$ cat src/rtl/eth_game_rx.sv
// RMII receiver for the game-state link: hunts preamble/SFD, filters on destination MAC
// and publishes the opponent's state. Optional FCS checking is enabled with RX_FCS_CHECK_EN.
module eth_game_rx #(
    parameter int unsigned PREAMBLE_MIN  = 12,
    parameter logic [47:0] MAC_FILTER    = 48'hFF_FF_FF_FF_FF_FF,
    parameter int unsigned PAYLOAD_BYTES = 38
) (
    input  logic        eth_clk,
    input  logic        eth_rstn,
    input  logic        eth_crsdv,
    input  logic [1:0]  eth_rxd,
    output logic [10:0] opp_x,
    output logic [10:0] opp_y,
    output logic [8:0]  opp_dir,
    output logic [2:0]  opp_stat,
    output logic        opp_rst,
    output logic        opp_valid,
    output logic        frame_err,
    output logic [15:0] frame_cnt
);

    typedef enum logic [2:0] {
        ST_IDLE     = 3'd0,
        ST_PREAMBLE = 3'd1,
        ST_HEADER   = 3'd2,
        ST_PAYLOAD  = 3'd3,
        ST_FCS      = 3'd4,
        ST_COMMIT   = 3'd5,
        ST_DRAIN    = 3'd6
    } state_t;

    localparam logic [7:0] DEST_LAST  = 8'd5;
    localparam logic [7:0] HDR_LAST   = 8'd13;
    localparam logic [7:0] FCS_LAST   = 8'd3;
    localparam logic [7:0] GAME_BYTES = 8'd6;
    localparam logic [7:0] PAY_LAST   = 8'(PAYLOAD_BYTES - 1);

    state_t      state_r;
    state_t      state_s;
    logic [1:0]  dib_cnt_r;
    logic [7:0]  byte_cnt_r;
    logic [5:0]  pre_cnt_r;
    logic [5:0]  byte_sr_r;
    logic [47:0] word_sr_r;
    logic [7:0]  cur_byte_s;
    logic        byte_done_s;
    logic        dest_ok_s;
    logic        crc_ok_s;
    logic        valid_s;
    logic        err_s;

    // The current dibit completes the byte; earlier dibits sit in byte_sr_r, oldest at [1:0].
    assign cur_byte_s  = {eth_rxd, byte_sr_r};
    assign byte_done_s = eth_crsdv && (dib_cnt_r == 2'd3);
    assign dest_ok_s   = ({word_sr_r[39:0], cur_byte_s} == MAC_FILTER);

`ifdef RX_FCS_CHECK_EN
    function automatic logic [31:0] crc32_dibit(input logic [31:0] crc, input logic [1:0] d);
        logic [31:0] c;
        c = crc;
        for (int i = 0; i < 2; i++) begin
            if (c[31] ^ d[i]) begin
                c = {c[30:0], 1'b0} ^ 32'h04C1_1DB7;
            end else begin
                c = {c[30:0], 1'b0};
            end
        end
        return c;
    endfunction

    logic [31:0] crc_r;

    // Running CRC over dest..FCS, seeded while the preamble is being counted.
    always_ff @(posedge eth_clk or negedge eth_rstn) begin
        if (!eth_rstn) begin
            crc_r <= 32'h0000_0000;
        end else if (state_r == ST_PREAMBLE) begin
            crc_r <= 32'hFFFF_FFFF;
        end else if (eth_crsdv && ((state_r == ST_HEADER) || (state_r == ST_PAYLOAD) ||
                                   (state_r == ST_FCS))) begin
            crc_r <= crc32_dibit(crc_r, eth_rxd);
        end else begin
            crc_r <= crc_r;
        end
    end

    assign crc_ok_s = (crc_r == 32'hC704_DD7B);
`else
    assign crc_ok_s = 1'b1;
`endif

    // State register.
    always_ff @(posedge eth_clk or negedge eth_rstn) begin
        if (!eth_rstn) begin
            state_r <= ST_IDLE;
        end else begin
            state_r <= state_s;
        end
    end

    // Next-state and strobe decode.
    always_comb begin
        state_s = state_r;
        valid_s = 1'b0;
        err_s   = 1'b0;
        case (state_r)
            ST_IDLE: begin
                if (eth_crsdv) begin
                    state_s = (eth_rxd == 2'b01) ? ST_PREAMBLE : ST_DRAIN;
                end else begin
                    state_s = ST_IDLE;
                end
            end
            ST_PREAMBLE: begin
                if (!eth_crsdv) begin
                    state_s = ST_IDLE;
                end else if (eth_rxd == 2'b01) begin
                    state_s = ST_PREAMBLE;
                end else if ((eth_rxd == 2'b11) && (32'(pre_cnt_r) >= PREAMBLE_MIN)) begin
                    state_s = ST_HEADER;
                end else begin
                    state_s = ST_DRAIN;
                end
            end
            ST_HEADER: begin
                if (!eth_crsdv) begin
                    state_s = ST_IDLE;
                    err_s   = 1'b1;
                end else if (byte_done_s && (byte_cnt_r == DEST_LAST) && !dest_ok_s) begin
                    state_s = ST_DRAIN;
                    err_s   = 1'b1;
                end else if (byte_done_s && (byte_cnt_r == HDR_LAST)) begin
                    state_s = ST_PAYLOAD;
                end else begin
                    state_s = ST_HEADER;
                end
            end
            ST_PAYLOAD: begin
                if (!eth_crsdv) begin
                    state_s = ST_IDLE;
                    err_s   = 1'b1;
                end else if (byte_done_s && (byte_cnt_r == PAY_LAST)) begin
                    state_s = ST_FCS;
                end else begin
                    state_s = ST_PAYLOAD;
                end
            end
            ST_FCS: begin
                if (!eth_crsdv) begin
                    state_s = ST_IDLE;
                    err_s   = 1'b1;
                end else if (byte_done_s && (byte_cnt_r == FCS_LAST)) begin
                    state_s = ST_COMMIT;
                end else begin
                    state_s = ST_FCS;
                end
            end
            ST_COMMIT: begin
                state_s = ST_DRAIN;
                if (crc_ok_s) begin
                    valid_s = 1'b1;
                end else begin
                    err_s = 1'b1;
                end
            end
            ST_DRAIN: begin
                if (!eth_crsdv) begin
                    state_s = ST_IDLE;
                end else begin
                    state_s = ST_DRAIN;
                end
            end
            default: begin
                state_s = ST_IDLE;
            end
        endcase
    end

    // Dibit/byte assembly, preamble counting and the header/game-word shift register.
    always_ff @(posedge eth_clk or negedge eth_rstn) begin
        if (!eth_rstn) begin
            dib_cnt_r  <= 2'd0;
            byte_cnt_r <= 8'd0;
            pre_cnt_r  <= 6'd0;
            byte_sr_r  <= 6'd0;
            word_sr_r  <= 48'd0;
        end else begin
            if (state_s != state_r) begin
                dib_cnt_r  <= 2'd0;
                byte_cnt_r <= 8'd0;
            end else if (eth_crsdv) begin
                dib_cnt_r  <= dib_cnt_r + 2'd1;
                byte_cnt_r <= byte_done_s ? (byte_cnt_r + 8'd1) : byte_cnt_r;
            end else begin
                dib_cnt_r  <= dib_cnt_r;
                byte_cnt_r <= byte_cnt_r;
            end

            if (eth_crsdv) begin
                byte_sr_r <= {eth_rxd, byte_sr_r[5:2]};
            end else begin
                byte_sr_r <= byte_sr_r;
            end

            if (state_r == ST_IDLE) begin
                pre_cnt_r <= 6'd1;
            end else if ((state_r == ST_PREAMBLE) && eth_crsdv && (eth_rxd == 2'b01) &&
                         (pre_cnt_r != 6'd63)) begin
                pre_cnt_r <= pre_cnt_r + 6'd1;
            end else begin
                pre_cnt_r <= pre_cnt_r;
            end

            if (byte_done_s && ((state_r == ST_HEADER) ||
                                ((state_r == ST_PAYLOAD) && (byte_cnt_r < GAME_BYTES)))) begin
                word_sr_r <= {word_sr_r[39:0], cur_byte_s};
            end else begin
                word_sr_r <= word_sr_r;
            end
        end
    end

    // Registered outputs: opponent state, strobes and accepted-frame counter.
    always_ff @(posedge eth_clk or negedge eth_rstn) begin
        if (!eth_rstn) begin
            opp_x     <= 11'd0;
            opp_y     <= 11'd0;
            opp_dir   <= 9'd0;
            opp_stat  <= 3'd0;
            opp_rst   <= 1'b0;
            opp_valid <= 1'b0;
            frame_err <= 1'b0;
            frame_cnt <= 16'd0;
        end else begin
            opp_valid <= valid_s;
            frame_err <= err_s;
            if (valid_s) begin
                opp_x     <= word_sr_r[47:37];
                opp_y     <= word_sr_r[35:25];
                opp_dir   <= word_sr_r[23:15];
                opp_stat  <= word_sr_r[11:9];
                opp_rst   <= word_sr_r[7];
                frame_cnt <= frame_cnt + 16'd1;
            end else begin
                opp_x     <= opp_x;
                opp_y     <= opp_y;
                opp_dir   <= opp_dir;
                opp_stat  <= opp_stat;
                opp_rst   <= opp_rst;
                frame_cnt <= frame_cnt;
            end
        end
    end

endmodule
$ cat config.mk
export PLATFORM = sky130hd
export DESIGN_NAME = eth_game_rx
export DESIGN_NICKNAME = d
export VERILOG_FILES = /design/src/rtl/eth_game_rx.sv
export SDC_FILE = /design/constraint.sdc
export NUM_CORES = 1
export LEC_CHECK = 0
export CAP_MARGIN = 20
export CORE_ASPECT_RATIO = 1.1
export CORE_MARGIN = 8
export CORE_UTILIZATION = 48
export CTS_CLUSTER_DIAMETER = 40
export CTS_CLUSTER_SIZE = 25
export DETAILED_ROUTE_END_ITERATION = 7
export PLACE_DENSITY_LB_ADDON = 0.3
export SLEW_MARGIN = 20
export SYNTH_ARGS = -nofsm -noshare
export SYNTH_HDL_FRONTEND = slang
export SYNTH_SLANG_ARGS = --single-unit
export TNS_END_PERCENT = 100
$ cat constraint.sdc
create_clock -name eth_clk -period 2.3 [get_ports eth_clk]
set_input_delay 0.575 -clock eth_clk [delete_from_list [all_inputs] [get_ports eth_clk]]
set_output_delay 0.575 -clock eth_clk [all_outputs]
set_load 0.005 [all_outputs]
# == After elaboration in Yosys (flattened, before gate mapping) ==
# Cells that the tools add are included.
# totals
out_inout_bits,53
input_bits,5
word_cells,82
regBits,126
# op_classes
eq_ne,16
add_sub_neg,4
muxes,26
order_cmp,2
reduce_logical,20
# op_table
cell,count
$eq A48 B48 Y1 const B,1
$mux W3,11
$mux W8,3
$pmux W3 S7,1
$add A16 B1 Y16 const B,1
$logic_and A1 B1 Y1,12
$mux W6,2
$eq A3 B3 Y1 const B,3
$add A8 B1 Y8 const B,1
$eq A8 B2 Y1 const B,1
$eq A8 B3 Y1 const B,1
$eq A8 B4 Y1 const B,1
$eq A8 B6 Y1 const B,1
$lt A8 B3 Y1 const B,1
$add A6 B1 Y6 const B,1
$eq A3 B2 Y1 const B,2
$ge A6 B4 Y1 const B,1
$mux W1,6
$ne A6 B6 Y1 const B,1
$reduce_bool A2 Y1,3
$eq A2 B2 Y1 const B,2
$mux W2,2
$eq A3 B1 Y1 const B,1
$logic_not A3 Y1,1
8 further kinds,8

# == Logic depth before layout (Yosys ltp) ==
# depth
depth_word,10
mapped_depth,8
depth_no_buf,7

# == Least setup slack after synthesis ==
# OpenSTA, ideal clock, no wires.
# synth_timing
kind,input to register
start,input eth_crsdv
end,register byte_cnt_r[1]
arrival_time_ns,1.921
path_buffers,2
cell_stages,7
setup_slack_ns,0.306
required_time_ns,2.227
setup_ns,0.073
cell_sequence,buf_2 -> nand2b_1 -> or3_1 -> clkbuf_1 -> a32oi_2 -> o2111ai_1 -> nor2_1
# synth_between
elab_chain_len,9
elab_cells_between_ends,22
classes_between,eq/ne: 1; mux: 12; reduce/logical: 9
# synth_rtl
item,line_no,source
"start, declared",10,"input logic eth_crsdv,"
$logic_and A1 B1 Y1,54,assign byte_done_s = eth_crsdv && (dib_cnt_r == 2'd3);
"$logic_and A1 B1 Y1, on equally long branches","132, 129",
$mux W1 / $logic_and A1 B1 Y1 (equally long branches),"132, 129",
$mux W3,129,end else if (byte_done_s && (byte_cnt_r == DEST_LAST) && !dest_ok_s) begin
$mux W3,126,if (!eth_crsdv) begin
$pmux W3 S7,106,case (state_r)
$ne A3 B3 Y1,188,if (state_s != state_r) begin
$reduce_bool A2 Y1 (no line),-,
$reduce_and A2 Y1 (no line),-,
"end signal, assigned",193,byte_cnt_r <= byte_done_s ? (byte_cnt_r + 8'd1) : byte_cnt_r;
"end signal, assigned",196,byte_cnt_r <= byte_cnt_r;
"end, declared",41,logic [7:0] byte_cnt_r;
# Parallel ways exist; a longest one is shown, timed or not.
# A chain may end at the register's enable or synchronous reset.

# == Worst setup path in the final report ==
# layout_timing
start,register byte_cnt_r[1]
end,register byte_cnt_r[1]
# layout_between
elab_chain_len,9
elab_cells_between_ends,25
classes_between,add/sub: 1; eq/ne: 5; mux: 11; reduce/logical: 8
# layout_rtl
item,line_no
$eq A8 B4 Y1 / $eq A8 B3 Y1 (equally long branches),"132, 129"
"$logic_and A1 B1 Y1, on equally long branches","132, 129"
$mux W1 / $logic_and A1 B1 Y1 (equally long branches),"132, 129"
$mux W3,129
$mux W3,126
$pmux W3 S7,106
$ne A3 B3 Y1,188
$reduce_bool A2 Y1 (no line),-
$reduce_and A2 Y1 (no line),-
# Parallel ways exist; a longest one is shown, timed or not. The select of a mux whose other input is x is not followed.

==> summary.txt <==
status - finished, final reports clean
gr ovfl total - 0
final hold violations - 0
slowest CP cell - or4_1
Post-Layout Cell Count - 655
Final Cell Area - 7032 um^2
worst-path fanout max - 10
leakage - 0.003285 uW
Area Overhead vs Synth - 28.02%
vias in the first global route - 3604
PnR worst setup slack - 115.9 ps
Rel. slew slack - 0.5651
Detailed Route WL - 11050 um
Post-Synth XOR/XNOR Area - 0.04465
Tmin final - 2184 ps
clk buf depth - 2
max-slew violation count - 0
Worst EP arrival - 2480 ps
Worst Reg-to-Reg Cells - 8
cts bufs inserted - 17
EDFF count, synth - 0
H-tree depth - 4
Hold WC Path Type - in -> async
IO Count - 58
Detailed Routing Iterations Pass 1 - 4
CP Class - reg -> reg
MaxCap Viol Count - 0
Synth Area in Simple Gates - 0.1080
number of diodes - 0
Gate Count Post-Synth - 409
Syn Nets - 420
FILL cells - 882
commonest non-fill, non-tap cell in the layout - dfrtp_1
most frequent cells in the layout - 126 x dfrtp_1, 71 x mux2_2, 55 x clkdlybuf4s50_1
crit path launch type - flip-flop
part of the cycle the worst path needs - 0.9496
Worst Setup SP - byte_cnt_r[1]
DP Area - 6412 um^2
initial antenna violation count - 0
initial DRC count - 177
FF-to-FF setup slack - 120 ps
Avg Cell Area, Syn - 13.43 um^2
CTS tree - done
CTS Sinks - 126
all-layer global routing usage - 0.1570
Root Buffer - clkbuf_16
share of cells above drive strength 1 - 0.3109
Worst VDD drop - 397.8 uV
Fmax - 457.9 MHz
Starting Density - 0.4845
RSZ-0062 raised after global routing - no
Die Area - 15130 um^2
antenna-violating nets left - 0
Distinct cells, synth - 47
chip width - 118.0 um
FF/Latch Area - 3153 um^2
routed via count - 3486
Final HPWL DP - 7688 um
Post-Syn Area - 5493 um^2
Placed Cells - 623
CP peak stage delay - 540 ps
Chip Height - 128.2 um
vias per std cell - 5.322
Final #Nets - 503
Least-Margin Pin Slew - 647.4 ps
Final Skew - 6.117 ps
WP data required - 2590 ps
RR Startpoint - byte_cnt_r[1]
Setup violations, final - 0
top cells by area, synth - dfrtp_1 57%, mux2_2 15%, mux2_4 5.5%
Async SR Flop Fraction - 1.000
Critical Path Sink Type - flip-flop
post-synthesis adder-cell area fraction - 0.01367
Synth top area share - 0.5740
mux contribution to synthesized area - 0.2002
power density over the cells - 777.6 nW/um^2
synthesized flop and latch total - 126
critical path, cell by cell - inv_1 -> ha_1 -> nand4bb_1 -> or4_1 -> a31oi_1 -> o31a_1 -> buf_12 -> nor2_1
clk slew on worst S/H paths - 50 ps
Placer Congestion - 0.8844
wire length per cell - 16.87 um
top_reg_cell synth - dfrtp_1
first-pass GRT wire length - 19090 um
post-place setup slack - -271.9 ps
largest family of logic cells by synthesized area - multiplexers
register area share after synthesis - 0.5740
Residual DRC - 0
worst skew pair latency - 410 ps
# rows - 41
Multi-input gate area - 2208 um^2
port bufs - 57
largest net degree at the start of global routing - 58
Syn. warnings - 0
Compound-Gate Fraction of Synth Area - 0.03371
Synth area leader - dfrtp_1
core area - 11340 um^2
==> cell type report <==
class / count / share of cell area
inverters: 8 / 0.004270
clock buffers: 20 / 0.06495
clock inverters: 12 / 0.02278
repair buffers: 84 / 0.1189
flip-flops and latches: 126 / 0.4484
multi-input cells: 255 / 0.3141
well taps: 150 / 0.02669
==> routing by layer <==
| metal | wire length (um) | vias to the layer above | global-route usage |
|---|---|---|---|
| met4 | 124 | 0 | 0.06410 |
| met1 | 4948 | 1779 | 0.1960 |
| met3 | 496 | 12 | 0.04846 |
| met2 | 5478 | 64 | 0.2497 |
| li1 | - | 1631 | - |
| met5 | 0 | - | 0 |
==> worst max-delay path: cells and delay by family, from the launching register on <==
kind	cells	cell delay, ps
adders and majority gates	1	170
buffers and inverters	2	230
AOI/OAI and AO/OA	2	460
DFF	1	450
and+or+nand+nor	3	770
==> registers in the layout (all words and copies together), names as in the netlist, 2 cells and up <==
signal / count
byte_sr_r: 6
word_sr_r: 48
state_r: 3
opp_dir: 9
frame_cnt: 16
byte_cnt_r: 8
opp_stat: 3
opp_x: 11
opp_y: 11
pre_cnt_r: 6
dib_cnt_r: 2
==> synth_stat cells (3+ instances only) <==
master	number
mux2_4	20
xor2_1	4
dfrtp_1	126
and3_1	5
nand3_1	14
nand4_1	19
nor3b_1	3
nand2b_1	3
o21ai_0	3
xnor2_1	24
buf_6	3
nand2_1	20
a21oi_1	5
clkbuf_1	7
nor2_1	18
inv_1	8
nor3_1	3
nor4_1	5
ha_1	6
mux2_2	71
buf_2	8
==> final timing paths <==
path,endpoint
max,byte_cnt_r[1]
min,byte_cnt_r[2]
max reg2reg,byte_cnt_r[1]
min reg2reg,frame_cnt[15]
max in group asynchronous,opp_dir[6]
min in group eth_clk,frame_cnt[15]
==> where the power goes <==
group | internal [uW] | switching [uW] | total [uW]
clock network | 1770 | 963 | 2730
logic | 196 | 213 | 410
registers | 2280 | 51.0 | 2330
total | 4240 | 1230 | 5470
==> through the flow <==
| step | utilization | TNS [ps] | hold WS, ps | power, uW |
|---|---|---|---|---|
| 2_1_floorplan | - | 0 | 279.4 | 2554 |
| 3_3_place_gp | 0.5656 | -2367 | 461.5 | 2762 |
| 3_5_place_dp | 0.5656 | -3317 | 467.2 | 2777 |
| 4_1_cts | 0.6200 | 0 | 112.3 | 5520 |
| 5_1_grt | 0.6202 | 0 | 142.3 | 5670 |
| 6_report | 0.6202 | 0 | 117.7 | 5468 |
==> logic make-up after synthesis <==
logic type,count (synthesis)
DFF,126
and+or+nand+nor,108
muxes,91
xor gates and xnor gates,28
buffers and inverters,28
AOI/OAI and AO/OA,22
adders and majority gates,6
==> timing repair <==
action                                  CTS  global route
buffers inserted                          0             0
gates resized for setup                   0             1
endpoints found under the setup margin    0             1
hold buffers                              0             0
Note: power is estimated with default switching activity, not from simulation.
